File: config.mk
export PLATFORM = sky130hd
export DESIGN_NAME = muldiv_sequencer
export DESIGN_NICKNAME = d
export VERILOG_FILES = /design/src/rtl/muldiv_sequencer_pkg.sv /design/src/rtl/muldiv_sequencer_div_step.sv /design/src/rtl/muldiv_sequencer.sv
export SDC_FILE = /design/constraint.sdc
export NUM_CORES = 2
export LEC_CHECK = 0
export BUFFER_PORTS_ARGS = -buffer_cell sky130_fd_sc_hd__buf_2
export CORE_ASPECT_RATIO = 1.4
export CORE_UTILIZATION = 45
export CTS_BUF_LIST = sky130_fd_sc_hd__clkbuf_8 sky130_fd_sc_hd__clkbuf_16
export CTS_CLUSTER_DIAMETER = 40
export DETAILED_ROUTE_END_ITERATION = 12
export PLACE_DENSITY = 0.67
export SLEW_MARGIN = 20
export SYNTH_ARGS = -nofsm -noshare
export SYNTH_HDL_FRONTEND = slang
export SYNTH_SLANG_ARGS = --single-unit
File: constraint.sdc
create_clock -name clk -period 8.3 [get_ports clk]
set_input_delay 1.245 -clock clk [delete_from_list [all_inputs] [get_ports clk]]
set_output_delay 1.245 -clock clk [all_outputs]
set_load 0.05 [all_outputs]
File: src/rtl/muldiv_sequencer_pkg.sv
// muldiv_sequencer_pkg: shared pipeline types, op decode helpers and muldiv sequencer constants
package muldiv_sequencer_pkg;
  typedef logic [63:0] word_t;
  typedef enum logic [6:0] {
    OP_ADD = 7'd0, OP_SUB = 7'd1,
    OP_MUL = 7'd16, OP_MULW, OP_DIV, OP_DIVU, OP_REM, OP_REMU,
    OP_DIVW, OP_DIVUW, OP_REMW, OP_REMUW
  } decode_op_t;
  typedef enum logic [1:0] {MD_IDLE, MD_RUN, MD_DONE} muldiv_state_t;
  localparam logic [6:0] MD_ITER_64 = 7'd64;
  localparam logic [6:0] MD_ITER_32 = 7'd32;
  function automatic logic is_mop(decode_op_t op);
    return op inside {OP_MUL, OP_MULW, OP_DIV, OP_DIVU, OP_REM, OP_REMU,
                      OP_DIVW, OP_DIVUW, OP_REMW, OP_REMUW};
  endfunction
  function automatic logic is_wop(decode_op_t op);
    return op inside {OP_MULW, OP_DIVW, OP_DIVUW, OP_REMW, OP_REMUW};
  endfunction
  function automatic logic is_sdiv(decode_op_t op);
    return op inside {OP_DIV, OP_REM, OP_DIVW, OP_REMW};
  endfunction
  function automatic logic is_remop(decode_op_t op);
    return op inside {OP_REM, OP_REMU, OP_REMW, OP_REMUW};
  endfunction
  function automatic logic is_mulop(decode_op_t op);
    return op inside {OP_MUL, OP_MULW};
  endfunction
  function automatic word_t sext32(logic [31:0] v);
    return {{32{v[31]}}, v};
  endfunction
endpackage

File: src/rtl/muldiv_sequencer_div_step.sv
// div_step: one restoring-division step on the {rem,quo} pair
module div_step
  import muldiv_sequencer_pkg::*;
(
  input  word_t rem,
  input  word_t quo,
  input  word_t divisor,
  output word_t rem_next,
  output word_t quo_next
);
  logic [64:0] sh, diff;
  logic ge;
  // rem < divisor on entry, so bit 64 of the 65-bit difference is a clean borrow flag
  assign sh = {rem, quo[63]};
  assign diff = sh - {1'b0, divisor};
  assign ge = !diff[64];
  assign rem_next = ge ? diff[63:0] : sh[63:0];
  assign quo_next = {quo[62:0], ge};
endmodule

File: src/rtl/muldiv_sequencer.sv
// muldiv_sequencer: multi-cycle RV64M multiply/divide sequencer with special-case bypass and flush
module muldiv_sequencer
  import muldiv_sequencer_pkg::*;
(
  input  logic       clk,
  input  logic       reset,
  input  logic       valid,
  input  decode_op_t op,
  input  word_t      srca,
  input  word_t      srcb,
  input  logic       flush,
  output logic       busy,
  output logic       done,
  output word_t      result
);
  muldiv_state_t state, state_nx;
  logic [6:0] cnt;
  word_t acc, x, y, acc_nx, x_nx, y_nx, rem_nx, quo_nx;
  word_t a_op, b_op, a_sx, a_abs, b_abs, x_ld, res_special, q, r, v, res_calc;
  logic mul_q, w_q, rem_q, neg_q, neg_r;
  logic w_in, sgn, b_zero, ovf, special, a_neg, b_neg, accept;
  always_comb begin
    w_in = is_wop(op);
    sgn = is_sdiv(op);
    a_op = w_in ? (sgn ? sext32(srca[31:0]) : {32'b0, srca[31:0]}) : srca;
    b_op = w_in ? (sgn ? sext32(srcb[31:0]) : {32'b0, srcb[31:0]}) : srcb;
    a_sx = w_in ? sext32(srca[31:0]) : srca;
    b_zero = b_op == '0;
    ovf = sgn && b_op == '1 && a_op == (w_in ? 64'hFFFF_FFFF_8000_0000 : 64'h8000_0000_0000_0000);
    special = !is_mulop(op) && (b_zero || ovf);
    a_neg = sgn && a_op[63];
    b_neg = sgn && b_op[63];
    a_abs = a_neg ? -a_op : a_op;
    b_abs = b_neg ? -b_op : b_op;
    // W divides start with the 32-bit dividend in the top half so its MSB is shifted out first
    x_ld = (w_in && !is_mulop(op)) ? {a_abs[31:0], 32'b0} : a_abs;
    res_special = is_remop(op) ? (b_zero ? a_sx : '0) : (b_zero ? '1 : a_sx);
    accept = state == MD_IDLE && !flush && valid && is_mop(op);
  end
  div_step u_div_step (.rem(acc), .quo(x), .divisor(y), .rem_next(rem_nx), .quo_next(quo_nx));
  always_comb begin
    acc_nx = mul_q ? acc + (y[0] ? x : '0) : rem_nx;
    x_nx = mul_q ? x << 1 : quo_nx;
    y_nx = mul_q ? y >> 1 : y;
    q = neg_q ? -x_nx : x_nx;
    r = neg_r ? -acc_nx : acc_nx;
    v = mul_q ? acc_nx : (rem_q ? r : q);
    res_calc = w_q ? sext32(v[31:0]) : v;
  end
  always_ff @(posedge clk)
    if (reset) state <= MD_IDLE;
    else state <= state_nx;
  always_comb begin
    state_nx = MD_IDLE;
    if (state == MD_IDLE) state_nx = accept ? (special ? MD_DONE : MD_RUN) : MD_IDLE;
    else if (state == MD_RUN) state_nx = flush ? MD_IDLE : (cnt == 7'd1 ? MD_DONE : MD_RUN);
  end
  always_comb begin
    busy = state != MD_IDLE;
    done = state == MD_DONE;
  end
  always_ff @(posedge clk) begin
    if (reset) begin
      cnt <= '0;
      acc <= '0;
      x <= '0;
      y <= '0;
      {mul_q, w_q, rem_q, neg_q, neg_r} <= '0;
      result <= '0;
    end else begin
      if (accept) begin
        cnt <= w_in ? MD_ITER_32 : MD_ITER_64;
        acc <= '0;
        x <= x_ld;
        y <= b_abs;
        mul_q <= is_mulop(op);
        w_q <= w_in;
        rem_q <= is_remop(op);
        neg_q <= a_neg ^ b_neg;
        neg_r <= a_neg;
      end else if (state == MD_RUN) begin
        cnt <= cnt - 7'd1;
        acc <= acc_nx;
        x <= x_nx;
        y <= y_nx;
      end
      if (state_nx == MD_DONE) result <= (state == MD_IDLE) ? res_special : res_calc;
    end
  end
endmodule

## After elaboration in Yosys (flattened, before gate mapping)

Index checks and enable logic that the tools add are counted.

- Reductions and logical operators: 25
- Equality and inequality tests: 16
- Add/subtract/negate cells: 7
- Multiplexer cells: 36
- Bitwise operators: 1

Operators with widths:

| cell | number |
|---|---|
| 64-bit two-way mux | 25 |
| 64-bit negator | 4 |
| 7-bit by 5-bit equality test with 1-bit output, second input constant | 10 |
| 65-bit by 64-bit subtractor with 65-bit output | 1 |
| 64-bit adder | 1 |
| 64-bit equality test | 1 |
| 64-bit equality test, second input constant | 1 |
| 64-bit zero test | 1 |
| 63-bit two-way mux | 1 |
| 7-bit two-way mux | 3 |
| 2-bit two-way mux | 6 |
| 10-bit nonzero test | 1 |
| 1-bit logical AND | 9 |
| 2-bit nonzero test | 4 |
| 4-bit nonzero test | 2 |
| 7-bit by 1-bit equality test with 1-bit output, second input constant | 1 |
| 7-bit by 1-bit subtractor with 7-bit output, second input constant | 1 |
| 5-bit nonzero test | 1 |
| 2-bit equality test, second input constant | 2 |
| 1-bit zero test | 3 |
| 2-bit by 1-bit equality test with 1-bit output, second input constant | 1 |
| 2-bit zero test | 1 |
| 2-bit AND reduction | 1 |
| 2-bit OR reduction | 1 |
| 3 further kinds | 3 |

- Flip-flop bits (word level): 270
- Input port bits: 139
- Output and inout port bits: 66
- Logic and storage cells: 96

## Longest topological paths before layout

- Word-level depth: 13
- Mapped depth: 31

## Modules after synthesis

A second synthesis with hierarchy kept.

- Cell total of the unflattened synthesis: 4,847
- Area, all modules: 32,486.2 µm²

By module, submodules not included:

| module | times used | area each (µm²) | seq. area each (µm²) | cells an instance |
|---|---|---|---|---|
| muldiv_sequencer | 1 | 27,317.4 | 5,405.2 | 3,993 |
| div_step | 1 | 5,168.7 | 0.0 | 854 |

## Worst setup path after synthesis

OpenSTA, ideal clock, no wires.

- Path kind: register to register
- Start point: register y[56]
- End point: register result[40]
- Path slack: 1.580 ns
- Cell stages (with the launch flop): 31
- Data arrival time: 6.649 ns
- Library setup time: 0.070 ns
- Path buffers: 7
- Path through: dfxtp_1 -> inv_1 -> ha_1 -> buf_2 -> nand4_1 -> or4_4 -> or3_1 -> o221ai_2 -> or2_1 -> buf_6 -> nor3_2 -> nor2_1 -> buf_2 -> clkbuf_1 -> buf_2 -> buf_1 -> a211oi_1 -> a21oi_1 -> ha_1 -> inv_1 -> or4_1 -> o31ai_1 -> nand4_1 -> or2_2 -> or3_1 -> clkbuf_1 -> o31ai_1 -> xor2_1 -> nand2_1 -> a31o_2 -> a21oi_1

- Word-level cells in the longest chain between the ends: 9
- Elaborated cells on any way between the ends: 13

Ends and longest elaborated chain:

| what | line | source |
|---|---|---|
| start: declaration | muldiv_sequencer.sv:18 | `word_t acc, x, y, acc_nx, x_nx, y_nx, rem_nx, quo_nx;` |
| start signal: assignment | muldiv_sequencer.sv:75 | `y <= b_abs;` |
| start signal: assignment | muldiv_sequencer.sv:85 | `y <= y_nx;` |
| 65-bit by 64-bit subtractor with 65-bit output * | muldiv_sequencer_div_step.sv:15 | `assign diff = sh - {1'b0, divisor};` |
| 64-bit two-way mux / 1-bit zero test (equally long branches) | muldiv_sequencer_div_step.sv:17, muldiv_sequencer_div_step.sv:16 |  |
| 64-bit two-way mux / 1-bit two-way mux (equally long branches) | muldiv_sequencer.sv:42, muldiv_sequencer.sv:43 |  |
| 64-bit negator, on equally long branches | muldiv_sequencer.sv:46, muldiv_sequencer.sv:45 |  |
| 64-bit two-way mux, on equally long branches | muldiv_sequencer.sv:46, muldiv_sequencer.sv:45 |  |
| 64-bit two-way mux | muldiv_sequencer.sv:47 | `v = mul_q ? acc_nx : (rem_q ? r : q);` |
| 64-bit two-way mux * | muldiv_sequencer.sv:47 |  |
| 64-bit two-way mux * | muldiv_sequencer.sv:48 | `res_calc = w_q ? sext32(v[31:0]) : v;` |
| 64-bit two-way mux * | muldiv_sequencer.sv:87 | `if (state_nx == MD_DONE) result <= (state == MD_IDLE) ? res_special : res_calc;` |
| end signal: assignment | muldiv_sequencer.sv:87 |  |
| end: declaration | muldiv_sequencer.sv:14 | `output word_t result` |

Mark *: on every way between the ends. The rest lies on a longest branch, timed or not.
A chain may end at the register's enable or synchronous reset.

## Final worst setup path

- Start point: register y[56]
- End point: register result[56]

The elaborated chain is that of the path after synthesis.

==> implementation parameters <==
Parameter                              Value

Route
  Total length of routed wires ... 151 mm
  Length of the first detailed-routing pass in iterations ... 6
  Routed wire per std cell ... roughly 28 um
  Number of vias per cell ... about 6.8
  Via total after detailed routing ... roughly 36k
  1st-iter DRT viols ... 4,266
  Drt drc ... 0
  Remaining antenna violation count after routing ... 0

Synth
  Arithmetic-cell share of the synthesized area counting full adders, half adders and majority gates ... 6.36%
  Number of warnings reported in the yosys synthesis log ... 0
  Asr flop ratio synth ... 0%
  Cell count after synthesis ... 4,446
  Distinct cell type count after synthesis ... roughly 100
  Share of the yosys chip area belonging to registers ... 17.8%
  Mean cell area of the mapped netlist ... just under 7 sq um
  Post-Synthesis Net Count ... approximately 4.7k
  Largest family of logic cells by synthesized area ... compound AO/OA/AOI/OAI gates
  Most used flip-flop cell after synthesis ... sky130_fd_sc_hd__dfxtp_1
  Fraction of the mapped netlist area in compound gates ... about a third
  Share of cell area taken by muxes after synthesis ... a little over 2%
  Fraction of the mapped netlist area in simple logic gates ... between 20% and 30%
  Register bit count reported by yosys ... 270
  Post-synthesis share of cell area spent on xor and xnor gates ... under 10%
  Cells taking the most area after synthesis ... sky130_fd_sc_hd__dfxtp_1 (18%), sky130_fd_sc_hd__a21oi_1 (8.3%), sky130_fd_sc_hd__nor2_1 (6.2%)
  Share of the synthesized area in the top cell type ... roughly 18%
  Cell type with the highest aggregate area in the netlist ... sky130_fd_sc_hd__dfxtp_1
  Post-synth design cell area ... 0.0303 sq mm
  Post-synth EDFFs ... 0

Clock tree
  Clock tree from TritonCTS ... done
  Post-CTS Hold Buffers ... 0
  Max Buffers Root-to-Sink ... 3
  Number of buffers inserted to repair setup after CTS ... 0
  Register clock-pin slew on the reported worst setup and hold paths ... ~0.060 ns
  Gates resized, CTS repair ... 0
  Number of H-tree levels ... 2
  Clock buffers created by TritonCTS ... 50
  Clock latency on the worst-skew pair ... approximately 0.62 ns
  CTS root buffer ... sky130_fd_sc_hd__clkbuf_16
  Clock sink count ... between 200 and 300

STA
  Setup slack of the critical path after layout ... between 1 and 1.5 ns
  Post-Route Skew ... 0.0293 ns
  Slew Viols, Final ... 0
  Worst slew pin tran ... approximately 1.2 ns
  Worst hold slack ... 0.451 ns
  Hold Violations, Final ... 0
  RSZ-0062 raised after global routing ... no
  Shortest clock period the worst path allows after layout ... roughly 7.0 ns
  Max-slew headroom ... between 10% and 20%
  Final setup violation count ... 0
  F_max ... 143 MHz
  Total negative slack for setup checks ... 0 ns
  Fraction of the cycle the final worst path needs ... between 80% and 90%

Power and ir drop
  Max IR drop VDD ... approximately 200 uV
  Static leakage ... 0.0130 uW
  Total power consumption of the routed design ... about 5400 uW
  Areal power density over the cells ... 159 mW/mm^2

Job
  Number of max-capacitance violations reported ... 0

Setup path
  Largest fanout on the critical path ... 15
  Kind of launch point of the worst setup path ... register
  Minimum setup slack among reg-to-reg paths ... 1.28 ns
  Critical path origin ... y[56]$_SDFFE_PP0P_
  Startpoint of the worst register-to-register path ... y[56]$_SDFFE_PP0P_
  Data arrival time at the worst-slack endpoint ... approximately 7.5 ns
  Critical setup path kind ... reg -> reg
  Critical Path RT ... just under 9 ns
  Worst Setup End Kind ... register

Hold path
  Worst Hold Launch ... result[14]$_SDFFE_PP0N_
  Worst min-delay path category ... reg -> reg

GRT
  Wire length of the first global-routing pass ... around 220 mm
  Overall overflow remaining after global route ... 0
  Number of antenna violations at the first check in global routing ... 1
  Number of global-route vias before repair ... between 30k and 40k
  Total Routing Usage GR ... 42.3%
  Largest net degree at the start of global routing ... 95

Floorplanning
  Number of placement rows ... roughly 110
  Die ar. ... ~0.068 sq mm
  Initial cell density of the core ... 45.5%
  Floorplan core area ... ~0.067 sq mm
  Die X-Extent ... roughly 220 um
  Die height ... 309 um
  Top-level I/O count ... between 200 and 250

Placement
  Post-Place Setup Slack ... 1.44 ns
  Placed cell count ... 5,271
  Port Buffers ... roughly 200
  Routability-driven placement congestion ratio ... about 1.0
  Post-DP HPWL ... between 100 and 150 mm

Layout
  Final Non-Filler Cells ... between 5k and 6k
  Antenna Diode Count ... 0
  Area growth from synthesis to final layout ... 11.2%
  Final net count ... around 4.7k
  Most common library cell in the layout ignoring fill and taps ... sky130_fd_sc_hd__a21oi_1
  Highest-count cells in the layout ignoring fill and taps ... sky130_fd_sc_hd__a21oi_1 (498), sky130_fd_sc_hd__nor2_1 (497), sky130_fd_sc_hd__nand2_1 (490), sky130_fd_sc_hd__o21ai_0 (278), sky130_fd_sc_hd__dfxtp_1 (269)
  Fraction of layout cells with a size suffix above 1 ... between 10% and 20%

Outcome
  Run status ... finished clean
-- worst paths after layout --
check,end,cells after the start
worst max register to register,result[56]$_SDFFE_PP0N_,23
worst min register to register,result[14]$_SDFFE_PP0N_,2
worst min-delay path,result[14]$_SDFFE_PP0N_,2
worst max-delay path,result[56]$_SDFFE_PP0N_,23
-- registers in the layout, summed over array words and instances, names as in the netlist --
register  flops
acc          64
cnt           7
mul_q         1
neg_q         1
neg_r         1
rem_q         1
result       64
state         2
w_q           1
x            64
y            64
-- layout make-up --
class / count / area [sq um]
Clock buffer: 54 / 1320
Clock inverter: 39 / 405
Inverter: 120 / 450
Multi-Input combinational cell: 3734 / 23400
Tap cell: 855 / 1070
Fill cell: 6929 / 33000
Sequential cell: 270 / 5410
Timing Repair Buffer: 293 / 1710
-- kinds of logic after synthesis --
logic type	count (synthesis)
buffers and inverters	442
AO/OA/AOI/OAI	1524
XOR/XNOR	302
flip-flops	270
multiplexers	62
adder cells (fa/ha/maj)	157
AND/OR/NAND/NOR	1689
-- per-layer routing --
metal / global-route usage (%) / part of all wire [%] / vias up
li1: - / - / 16400
met1: 49.8 / 37 / 17200
met2: 68.0 / 44 / 2166
met3: 6.78 / 8.4 / 624
met4: 35.2 / 9.9 / 0
met5: 0 / 0 / -
-- power breakdown --
group          leakage [uW]  switching (uW)  total [uW]  internal [uW]
clock              0.000844             857        2160           1300
sequential          0.00218            19.6        1330           1310
combinational       0.00998            1300        1880            580
total                0.0130            2180        5360           3190
-- per-stage QoR --
| step | cell area, sq um | utilization [%] |
|---|---|---|
| after global routing | 33700 | 50.6 |
| after global placement | 32000 | 48.0 |
| after CTS | 33700 | 50.5 |
| after floorplan | 30300 | - |
| after detailed placement | 32000 | 48.0 |
| final | 33700 | 50.6 |
-- critical path, cell delays in order (launching register included) --
cell and delay, ns:
sky130_fd_sc_hd__dfxtp_1 0.33, sky130_fd_sc_hd__inv_1 0.06, sky130_fd_sc_hd__ha_1 0.42, sky130_fd_sc_hd__nand4_1 0.19, sky130_fd_sc_hd__or4_4 0.60, sky130_fd_sc_hd__or3_1 0.35, sky130_fd_sc_hd__o221ai_2 0.18, sky130_fd_sc_hd__or2_1 0.55
sky130_fd_sc_hd__nor3_4 0.10, sky130_fd_sc_hd__nor2_4 0.38, sky130_fd_sc_hd__a211oi_1 0.13, sky130_fd_sc_hd__a21oi_1 0.29, sky130_fd_sc_hd__ha_1 0.23, sky130_fd_sc_hd__inv_1 0.08, sky130_fd_sc_hd__or4_1 0.55, sky130_fd_sc_hd__o31ai_1 0.11
sky130_fd_sc_hd__nand4_1 0.28, sky130_fd_sc_hd__or2_2 0.43, sky130_fd_sc_hd__nor4_1 0.58, sky130_fd_sc_hd__and4_1 0.36, sky130_fd_sc_hd__a21o_1 0.15, sky130_fd_sc_hd__xnor2_1 0.06, sky130_fd_sc_hd__o211a_1 0.21, sky130_fd_sc_hd__o31ai_1 0.25
-- cell usage after synthesis (117+ instances only) --
| master | number |
|---|---|
| sky130_fd_sc_hd__a21oi_1 | 501 |
| sky130_fd_sc_hd__a211oi_1 | 150 |
| sky130_fd_sc_hd__xor2_1 | 141 |
| sky130_fd_sc_hd__o21ai_0 | 279 |
| sky130_fd_sc_hd__clkbuf_1 | 283 |
| sky130_fd_sc_hd__nor3_1 | 117 |
| sky130_fd_sc_hd__xnor2_1 | 161 |
| sky130_fd_sc_hd__nand2_1 | 491 |
| sky130_fd_sc_hd__dfxtp_1 | 270 |
| sky130_fd_sc_hd__inv_1 | 117 |
| sky130_fd_sc_hd__ha_1 | 135 |
| sky130_fd_sc_hd__nor2_1 | 499 |
No activity file was read; power rests on OpenSTA's default activity.
